File: src/rtl/ahb_pkg.sv
// ahb_pkg: AHB-Lite encodings and adapter state type shared by the slave bridge.
package ahb_pkg;
  localparam logic [1:0] HTRANS_IDLE   = 2'b00;
  localparam logic [1:0] HTRANS_BUSY   = 2'b01;
  localparam logic [1:0] HTRANS_NONSEQ = 2'b10;
  localparam logic [1:0] HTRANS_SEQ    = 2'b11;
  localparam logic HRESP_OKAY  = 1'b0;
  localparam logic HRESP_ERROR = 1'b1;
  localparam logic [2:0] HSIZE_BYTE  = 3'd0;
  localparam logic [2:0] HSIZE_HALF  = 3'd1;
  localparam logic [2:0] HSIZE_WORD  = 3'd2;
  localparam logic [2:0] HSIZE_DWORD = 3'd3;
  localparam logic [2:0] HSIZE_QWORD = 3'd4;
  typedef enum logic [1:0] {IDLE, ACCESS, ERR1, ERR2} adapter_state_e;
endpackage

File: src/rtl/ahb_be_decode.sv
// ahb_be_decode: transfer size and address offset to byte enables plus legality flag.
module ahb_be_decode #(
  parameter int DATA_WIDTH = 32,
  parameter bit ERR_ON_UNALIGNED = 1'b1,
  localparam int NBYTES = DATA_WIDTH / 8,
  localparam int OFFW = $clog2(NBYTES)
) (
  input  logic [2:0]        size,
  input  logic [OFFW-1:0]   off,
  output logic [NBYTES-1:0] be,
  output logic              legal
);
  int nb;
  always_comb begin
    nb = 1 << size;
    legal = (int'(size) <= OFFW) && (((int'(off) & (nb - 1)) == 0) || !ERR_ON_UNALIGNED);
    for (int i = 0; i < NBYTES; i++) be[i] = (i >= int'(off)) && (i < int'(off) + nb);
  end
endmodule

File: src/rtl/ahb_slave_adapter_ws.sv
// ahb_slave_adapter_ws: AHB-Lite slave to req/ack register bus with wait states,
// two-cycle ERROR response and a native-side watchdog.
module ahb_slave_adapter_ws import ahb_pkg::*; #(
  parameter int ADDR_WIDTH = 32,
  parameter int DATA_WIDTH = 32,
  parameter int TIMEOUT_CYCLES = 256,
  parameter bit ERR_ON_UNALIGNED = 1'b1,
  localparam int NBYTES = DATA_WIDTH / 8,
  localparam int OFFW = $clog2(NBYTES)
) (
  input  logic                  hclk,
  input  logic                  hresetn,
  input  logic                  hsel,
  input  logic [ADDR_WIDTH-1:0] haddr,
  input  logic [1:0]            htrans,
  input  logic                  hwrite,
  input  logic [2:0]            hsize,
  input  logic [2:0]            hburst,
  input  logic [3:0]            hprot,
  input  logic [DATA_WIDTH-1:0] hwdata,
  input  logic                  hready_i,
  output logic                  hready_o,
  output logic                  hresp,
  output logic [DATA_WIDTH-1:0] hrdata,
  output logic                  reg_req,
  output logic [ADDR_WIDTH-1:0] reg_addr,
  output logic                  reg_we,
  output logic [NBYTES-1:0]     reg_be,
  output logic [DATA_WIDTH-1:0] reg_wdata,
  input  logic [DATA_WIDTH-1:0] reg_rdata,
  input  logic                  reg_ack,
  input  logic                  reg_err
);
  localparam int CW = TIMEOUT_CYCLES > 1 ? $clog2(TIMEOUT_CYCLES) : 1;
  localparam int TO_LAST = TIMEOUT_CYCLES > 0 ? TIMEOUT_CYCLES - 1 : 0;
  adapter_state_e state_q, state_d, nxt;
  logic [ADDR_WIDTH-1:0] addr_q, addr_d;
  logic we_q, we_d;
  logic [NBYTES-1:0] be_q, be_d, dec_be;
  logic [CW-1:0] cnt_q, cnt_d;
  logic dec_legal, cap, done, timeout, unused_ok;
  ahb_be_decode #(.DATA_WIDTH(DATA_WIDTH), .ERR_ON_UNALIGNED(ERR_ON_UNALIGNED)) u_dec (
    .size(hsize),
    .off(haddr[OFFW-1:0]),
    .be(dec_be),
    .legal(dec_legal)
  );
  always_comb unused_ok = ^{hburst, hprot, htrans[0]};
  // hready_o is low in ERR1 and in un-acked ACCESS, so gating capture with it
  // limits capture to IDLE, ERR2 and the completing ACCESS cycle.
  always_comb begin
    done = state_q == ACCESS && reg_ack && !reg_err;
    hready_o = state_q == IDLE || state_q == ERR2 || done;
    hresp = (state_q == ERR1 || state_q == ERR2) ? HRESP_ERROR : HRESP_OKAY;
    reg_req = state_q == ACCESS;
    reg_addr = addr_q;
    reg_we = we_q;
    reg_be = be_q;
    reg_wdata = reg_req ? hwdata : '0;
    hrdata = (reg_req && !we_q) ? reg_rdata : '0;
    cap = hsel && hready_i && htrans[1] && hready_o;
    timeout = TIMEOUT_CYCLES != 0 && cnt_q == CW'(TO_LAST);
    cnt_d = (reg_req && !reg_ack && TIMEOUT_CYCLES != 0) ? cnt_q + CW'(1) : '0;
    addr_d = cap ? haddr : addr_q;
    we_d = cap ? hwrite : we_q;
    be_d = cap ? dec_be : be_q;
    nxt = cap ? (dec_legal ? ACCESS : ERR1) : IDLE;
    state_d = state_q == ERR1 ? ERR2 :
              (state_q != ACCESS || done) ? nxt :
              (reg_ack || timeout) ? ERR1 : ACCESS;
  end
  always_ff @(posedge hclk or negedge hresetn) begin
    if (!hresetn) begin
      state_q <= IDLE;
      addr_q <= '0;
      we_q <= 1'b0;
      be_q <= '0;
      cnt_q <= '0;
    end else begin
      state_q <= state_d;
      addr_q <= addr_d;
      we_q <= we_d;
      be_q <= be_d;
      cnt_q <= cnt_d;
    end
  end
endmodule

File: config.mk
export PLATFORM = sky130hd
export DESIGN_NAME = ahb_slave_adapter_ws
export DESIGN_NICKNAME = d
export VERILOG_FILES = /design/src/rtl/ahb_pkg.sv /design/src/rtl/ahb_be_decode.sv /design/src/rtl/ahb_slave_adapter_ws.sv
export SDC_FILE = /design/constraint.sdc
export NUM_CORES = 1
export LEC_CHECK = 0
export ABC_AREA = 0
export BUFFER_PORTS_ARGS = -buffer_cell sky130_fd_sc_hd__buf_2
export CORE_UTILIZATION = 35
export CTS_BUF_LIST = sky130_fd_sc_hd__clkbuf_16
export CTS_CLUSTER_SIZE = 40
export DETAILED_ROUTE_END_ITERATION = 7
export MAX_ROUTING_LAYER = met4
export PLACE_DENSITY = 0.77
export SYNTH_ARGS = -nofsm -noshare
export SYNTH_HDL_FRONTEND = slang
export SYNTH_SLANG_ARGS = --single-unit
File: constraint.sdc
create_clock -name hclk -period 1.8 [get_ports hclk]
set_input_delay 0.45 -clock hclk [delete_from_list [all_inputs] [get_ports hclk]]
set_output_delay 0.45 -clock hclk [all_outputs]
set_load 0.01 [all_outputs]
# Word-level counts from Yosys, hierarchy flattened
# Index checks and enable logic that the tools add are counted.
[totals]
word_cells = 53
reg_bits = 47
input_bits = 115
[op_classes]
n_addsub = 3
eq_ne = 5
n_mux = 9
n_shift = 1
n_bitwise = 1
magnitude_cmp = 8
reduce_logical = 21
[op_table]
columns = ["operator", "count"]
rows = [
  ["$lt 3x32->1 const A", 2],
  ["$mux 32", 2],
  ["$add 3x32->32", 1],
  ["$and 3x32->32", 1],
  ["$logic_not 32->1", 1],
  ["$lt 1x32->1 const A", 1],
  ["$lt 2x32->1 const A", 1],
  ["$shl 1x3->32 const A", 1],
  ["$sub 32x2->32 const B", 1],
  ["$logic_and 1x1->1", 11],
  ["$mux 2", 5],
  ["$add 8x1->8 const B", 1],
  ["$eq 8x8->1 const B", 1],
  ["$mux 8", 1],
  ["$logic_or 1x1->1", 5],
  ["$eq 2x2->1 const B", 2],
  ["$ge 1x2->1 const A", 2],
  ["$le 3x2->1 const B", 1],
  ["$logic_not 1->1", 3],
  ["$eq 2x1->1 const B", 1],
  ["$ge 2x2->1 const A", 1],
  ["$logic_not 2->1", 1],
  ["$ne 2x1->1 const B", 1],
  ["$mux 1", 1],
]

# Depth between registers and ports, before layout
[logic_depth]
word_depth = 9
depth_mapped = 6
depth_no_buf = 6

# Modules after synthesis
# A second synthesis with hierarchy kept.
[hier_totals]
cells_unflattened = 221
hier_area_um2 = 2516.2
[modules_own_cells]
columns = ["mod", "cells_each", "seq_area_each_um2", "n_inst", "area_each_um2"]
rows = [
  ["ahb_slave_adapter_ws", 202, 1176.1, 1, 2369.8],
  ["ahb_be_decode", 19, 0.0, 1, 146.4],
]

# Worst setup path before layout
# Ideal clock, no wire load.
[synth_timing]
kind = "input to register"
from = "input port hsize[0]"
to = "register be_q[1] (netlist: reg_be[1])"
required_time_ns = 1.678
setup_time_ns = 0.122
stages = 6
n_path_buf = 0
arrival_ns = 1.917
setup_slack_ns = -0.239
path_cell_list = "nor3_1 ha_1 fa_1 nor4bb_1 a31oi_1 a32o_1"
[synth_between]
elab_chain_cells = 4
[synth_rtl]
columns = ["item", "line_no", "text"]
rows = [
  ["start: declaration", "ahb_slave_adapter_ws.sv:17", "input logic [2:0] hsize,"],
  ["$shl 1x3->32", "ahb_be_decode.sv:15", "nb = 1 << size;"],
  ["$add 3x32->32", "ahb_be_decode.sv:17", "for (int i = 0; i < NBYTES; i++) be[i] = (i >= int'(off)) && (i < int'(off) + nb);"],
  ["$lt 2x32->1", "ahb_be_decode.sv:17", ""],
  ["$logic_and 1x1->1", "ahb_be_decode.sv:17", ""],
  ["end signal: assignment", "ahb_slave_adapter_ws.sv:77", "be_q <= '0;"],
  ["end signal: assignment", "ahb_slave_adapter_ws.sv:83", "be_q <= be_d;"],
  ["end: declaration", "ahb_slave_adapter_ws.sv:39", "logic [NBYTES-1:0] be_q, be_d, dec_be;"],
]
# No other way between the ends.
# A chain may end at the register's enable or synchronous reset.

# Final worst setup path
[layout_timing]
from = "register state_q[0]"
to = "output port hready_o"
[layout_between]
elab_chain_cells = 4
[layout_rtl]
columns = ["item", "line_no", "text"]
rows = [
  ["start: declaration", "ahb_slave_adapter_ws.sv:36", "adapter_state_e state_q, state_d, nxt;"],
  ["start signal: assignment", "ahb_slave_adapter_ws.sv:80", "state_q <= state_d;"],
  ["$eq 2x1->1", "ahb_slave_adapter_ws.sv:52", "done = state_q == ACCESS && reg_ack && !reg_err;"],
  ["$logic_and 1x1->1 (2 in series)", "ahb_slave_adapter_ws.sv:52", ""],
  ["$logic_or 1x1->1 *", "ahb_slave_adapter_ws.sv:53", "hready_o = state_q == IDLE || state_q == ERR2 || done;"],
  ["end: declaration", "ahb_slave_adapter_ws.sv:22", "output logic hready_o,"],
]
# Mark *: on every way between the ends. The rest lies on a longest branch, timed or not.

==> flow_summary_export.csv <==
group,metric,value,unit
run_status,status,"complete, but fails checks",
run_status,violations,"negative setup slack",
critical_path,arrival,1530,ps
drt,vias,2740,
run,drv_cap,0,
critical_path,cp_num_buf_inv,3,
critical_path,ff2ff_setup_slack,-130,ps
global_route,grt-ovfl-total,0,
synth,synth-xor-area-share,0.0102,
synth,synth-seq-area-share,0.457,
clock_network,cts_buffers,5,
synth,synthesis.area,2570,sq um
pwr,power.share.clock,0.163,
drt,antenna_left,0,
pwr,p_sw_frac,0.339,
drt,wl,9.17,mm
finish,multi_input_area,1500,sq um
sta,slew_violations,0,
synth,synth_seq_cells,47,
synth,synth-simple-area-share,0.241,
pwr,p_per_area,1370,nW/um^2
sta,max_freq,0.504,GHz
critical_path,crit_path_cell_trace,"ha_4, buf_4, buf_12, nand3b_1, nand2b_4, buf_6",
floorplan,dieArea,7700,sq um
sta,worst_pin_slew,490,ps
floorplan,die_w,87.8,um
synth,synth_compound_area_frac,0.0622,
global_route,track_usage,0.209,
sta,period_share,1.10,
pwr,power_frac_comb,0.559,
critical_path,crit_family,"flip-flops",
pwr,p_int,4200,uW
clock_network,cts_tree,"yes",
synth,synthDistinctLibCells,45,
sta,whs,130,ps
synth,synth_top_flop_cell,"dfrtp_1",
synth,synth-edff-count,0,
critical_path,worst_setup_path_start_kind,"flip-flop",
sta,setup_viol,102,
clock_network,cts_sinks,47,
clock_network,htreeDepth,2,
floorplan,core,6940,sq um
sta,fin_crit,1980,ps
pwr,p_sw,2150,uW
synth,synthAdderAreaFrac,0.0418,
finish,antenna_cells,0,
finish,fillers,512,
place,detailed_place_hpwl,6.44,mm
global_route,grt_start_max_net_pins,33,
critical_path,slowest_delay,440,ps
synth,syn_inst,234,
synth,synthArstFlopShare,1.00,
finish,design_area,4630,sq um
drt,dr.pass1.iters,4,
finish,drive_gt1_frac,0.650,
finish,final_util,0.667,
synth,yosysWarningCount,0,
drt,drt_iter0_markers,71,
finish,final_cells,576,
min_path,hold_path_class,"in -> async",
floorplan,die_h,87.8,um
pwr,ir_drop,0.00102,V
synth,syn_avg_cell_area,11.0,sq um
floorplan,row_count,30,
sta,hold_violations,0,
clock_network,clk_path_buf_depth,2,
sta,relSlewSlack,0.665,
finish,final_nets,602,
critical_path,critical_path_class,"reg -> out",
pwr,power,6350,uW
clock_network,ctsRootBufferMaster,"clkbuf_16",
floorplan,initial_core_util,0.371,
finish,layout.area.seq,1180,sq um
clock_network,worst_skew_pair.late_latency,280,ps
drt,wl_per_cell,15.9,um
place,dp_cells,546,
critical_path,cp_max_fo,6,
sta,rsz0062_at_grt,"true",
synth,synth_mux_area_frac,0.153,
synth,syn-num-nets,357,
clock_network,clk_pin_slew,60,ps
global_route,antenna_found_initial,0,
synth,synth_top_family_by_area,"simple AND/OR/NAND/NOR gates",
floorplan,ios,219,
place,io_buffers,210,
pwr,leakage,0.00256,uW
global_route,grt_pass1_vias,2513,
finish,area_delta_synth_final,79.8,%
critical_path,cpMaxStageDelayCell,"dfrtp_2",
place,gp_congestion,0.949,
pwr,pwr-share-seq,0.278,
place,placed_area,3870,sq um
global_route,grt_pass1_wl,11.8,mm
drt,drc,0,
critical_path,cp-end-kind,"output pin",
drt,vias_per_cell,4.76,
sta,fin_ws,-185,ps
critical_path,crit_required,1350,ps
sta,skew,4.78,ps
## placed cells by master, fill, tap and decap left out, types with 2 or more instances in the layout
master | synthesis | final
nand2_1 | 4 | 4
buf_12 | 0 | 7
xor2_1 | 2 | 2
dfrtp_1 | 47 | 46
inv_1 | 5 | 3
nand3_1 | 4 | 4
o211ai_1 | 2 | 2
buf_2 | 1 | 195
ha_4 | 0 | 3
a21oi_1 | 4 | 4
o21ai_0 | 3 | 3
mux2_4 | 0 | 24
nand4_1 | 2 | 2
nand2b_1 | 3 | 2
nor3_1 | 3 | 2
nor2_1 | 9 | 9
buf_6 | 1 | 16
or3_1 | 3 | 3
mux2_2 | 7 | 7
inv_2 | 0 | 2
and2_1 | 65 | 56
clkbuf_16 | 0 | 10
ha_1 | 7 | 3
and2_4 | 0 | 9
buf_4 | 0 | 24
mux2_1 | 27 | 3
## cells in the mapped netlist (all sizes together) (2+ instances only)
library cell	number	share of area
a21oi	4	0.0078
and2	65	0.16
buf	4	0.018
clkbuf	7	0.010
dfrtp	47	0.46
ha	7	0.034
inv	5	0.0073
mux2	34	0.15
nand2	4	0.0058
nand2b	3	0.0073
nand3	4	0.0078
nand4	2	0.0049
nor2	9	0.013
nor2b	2	0.0049
nor3	3	0.0058
o211ai	2	0.0058
o21ai	4	0.012
or2	2	0.0049
or3	3	0.0073
xor2	2	0.0068
## worst paths after layout
check / endpoint / startpoint / depth (start not counted)
max in group asynchronous: state_q[0] / hresetn / 2
setup reg to reg: reg_addr[30] / state_q[0] / 7
hold / removal: reg_addr[31] / hresetn / 1
hold reg to reg: cnt_q[0] / cnt_q[0] / 1
setup / recovery: hready_o / state_q[0] / 6
min in group hclk: reg_addr[6] / haddr[6] / 2
## power by group through the flow
stage / registers, uW / clock network [uW] / logic [uW]
3_3_place_gp: 1720 / 0 / 2490
2_1_floorplan: 1930 / 0 / 1140
4_1_cts: 1760 / 1050 / 3020
5_1_grt: 1820 / 1100 / 3770
3_5_place_dp: 1750 / 0 / 2550
6_report: 1770 / 1030 / 3550
## kinds of logic (layout without fill, tap and decap cells)
kind of cell | Yosys count | count (layout)
DFF | 47 | 47
adders and majority gates | 8 | 8
buffers and inverters | 16 | 262
and+or+nand+nor | 104 | 104
AOI/OAI and AO/OA | 21 | 21
xor gates and xnor gates | 3 | 3
muxes | 35 | 35
## final cells by class
type / instances / share of cell area
inverters: 5 / 0.00405
multi-input cells: 171 / 0.324
repair buffers: 249 / 0.355
flip-flops and latches: 47 / 0.254
clock buffers: 5 / 0.0270
well taps: 96 / 0.0259
clock inverters: 3 / 0.00919
## state kept, by name, summed over array words and instances (netlist names)
signal	flops
reg_we	1
cnt_q	8
state_q	2
reg_addr	32
reg_be	4
## timing repair
action                     4_1_cts  5_1_grt
cloned                           2        5
pin swaps                        7        3
setup buffers                   10        7
hold buffers                     0        0
gates resized for setup         40       37
setup endpoints to repair       97      102
## metal layers
layer,wire [um],GRT usage,up-vias
li1,-,-,1286
met1,3460,0.236,1288
met2,4710,0.365,145
met3,695,0.0405,21
met4,304,0.0805,0
met5,0,-,-
## per-stage QoR
stage,setup WS [ps],setup TNS (ps)
detailed placement,-414,-1070
CTS,-162,-9910
global route,-247,-17180
finish,-185,-11830
floorplan,-149,-154
global placement,-366,-643
No activity file was read; power rests on OpenSTA's default activity.
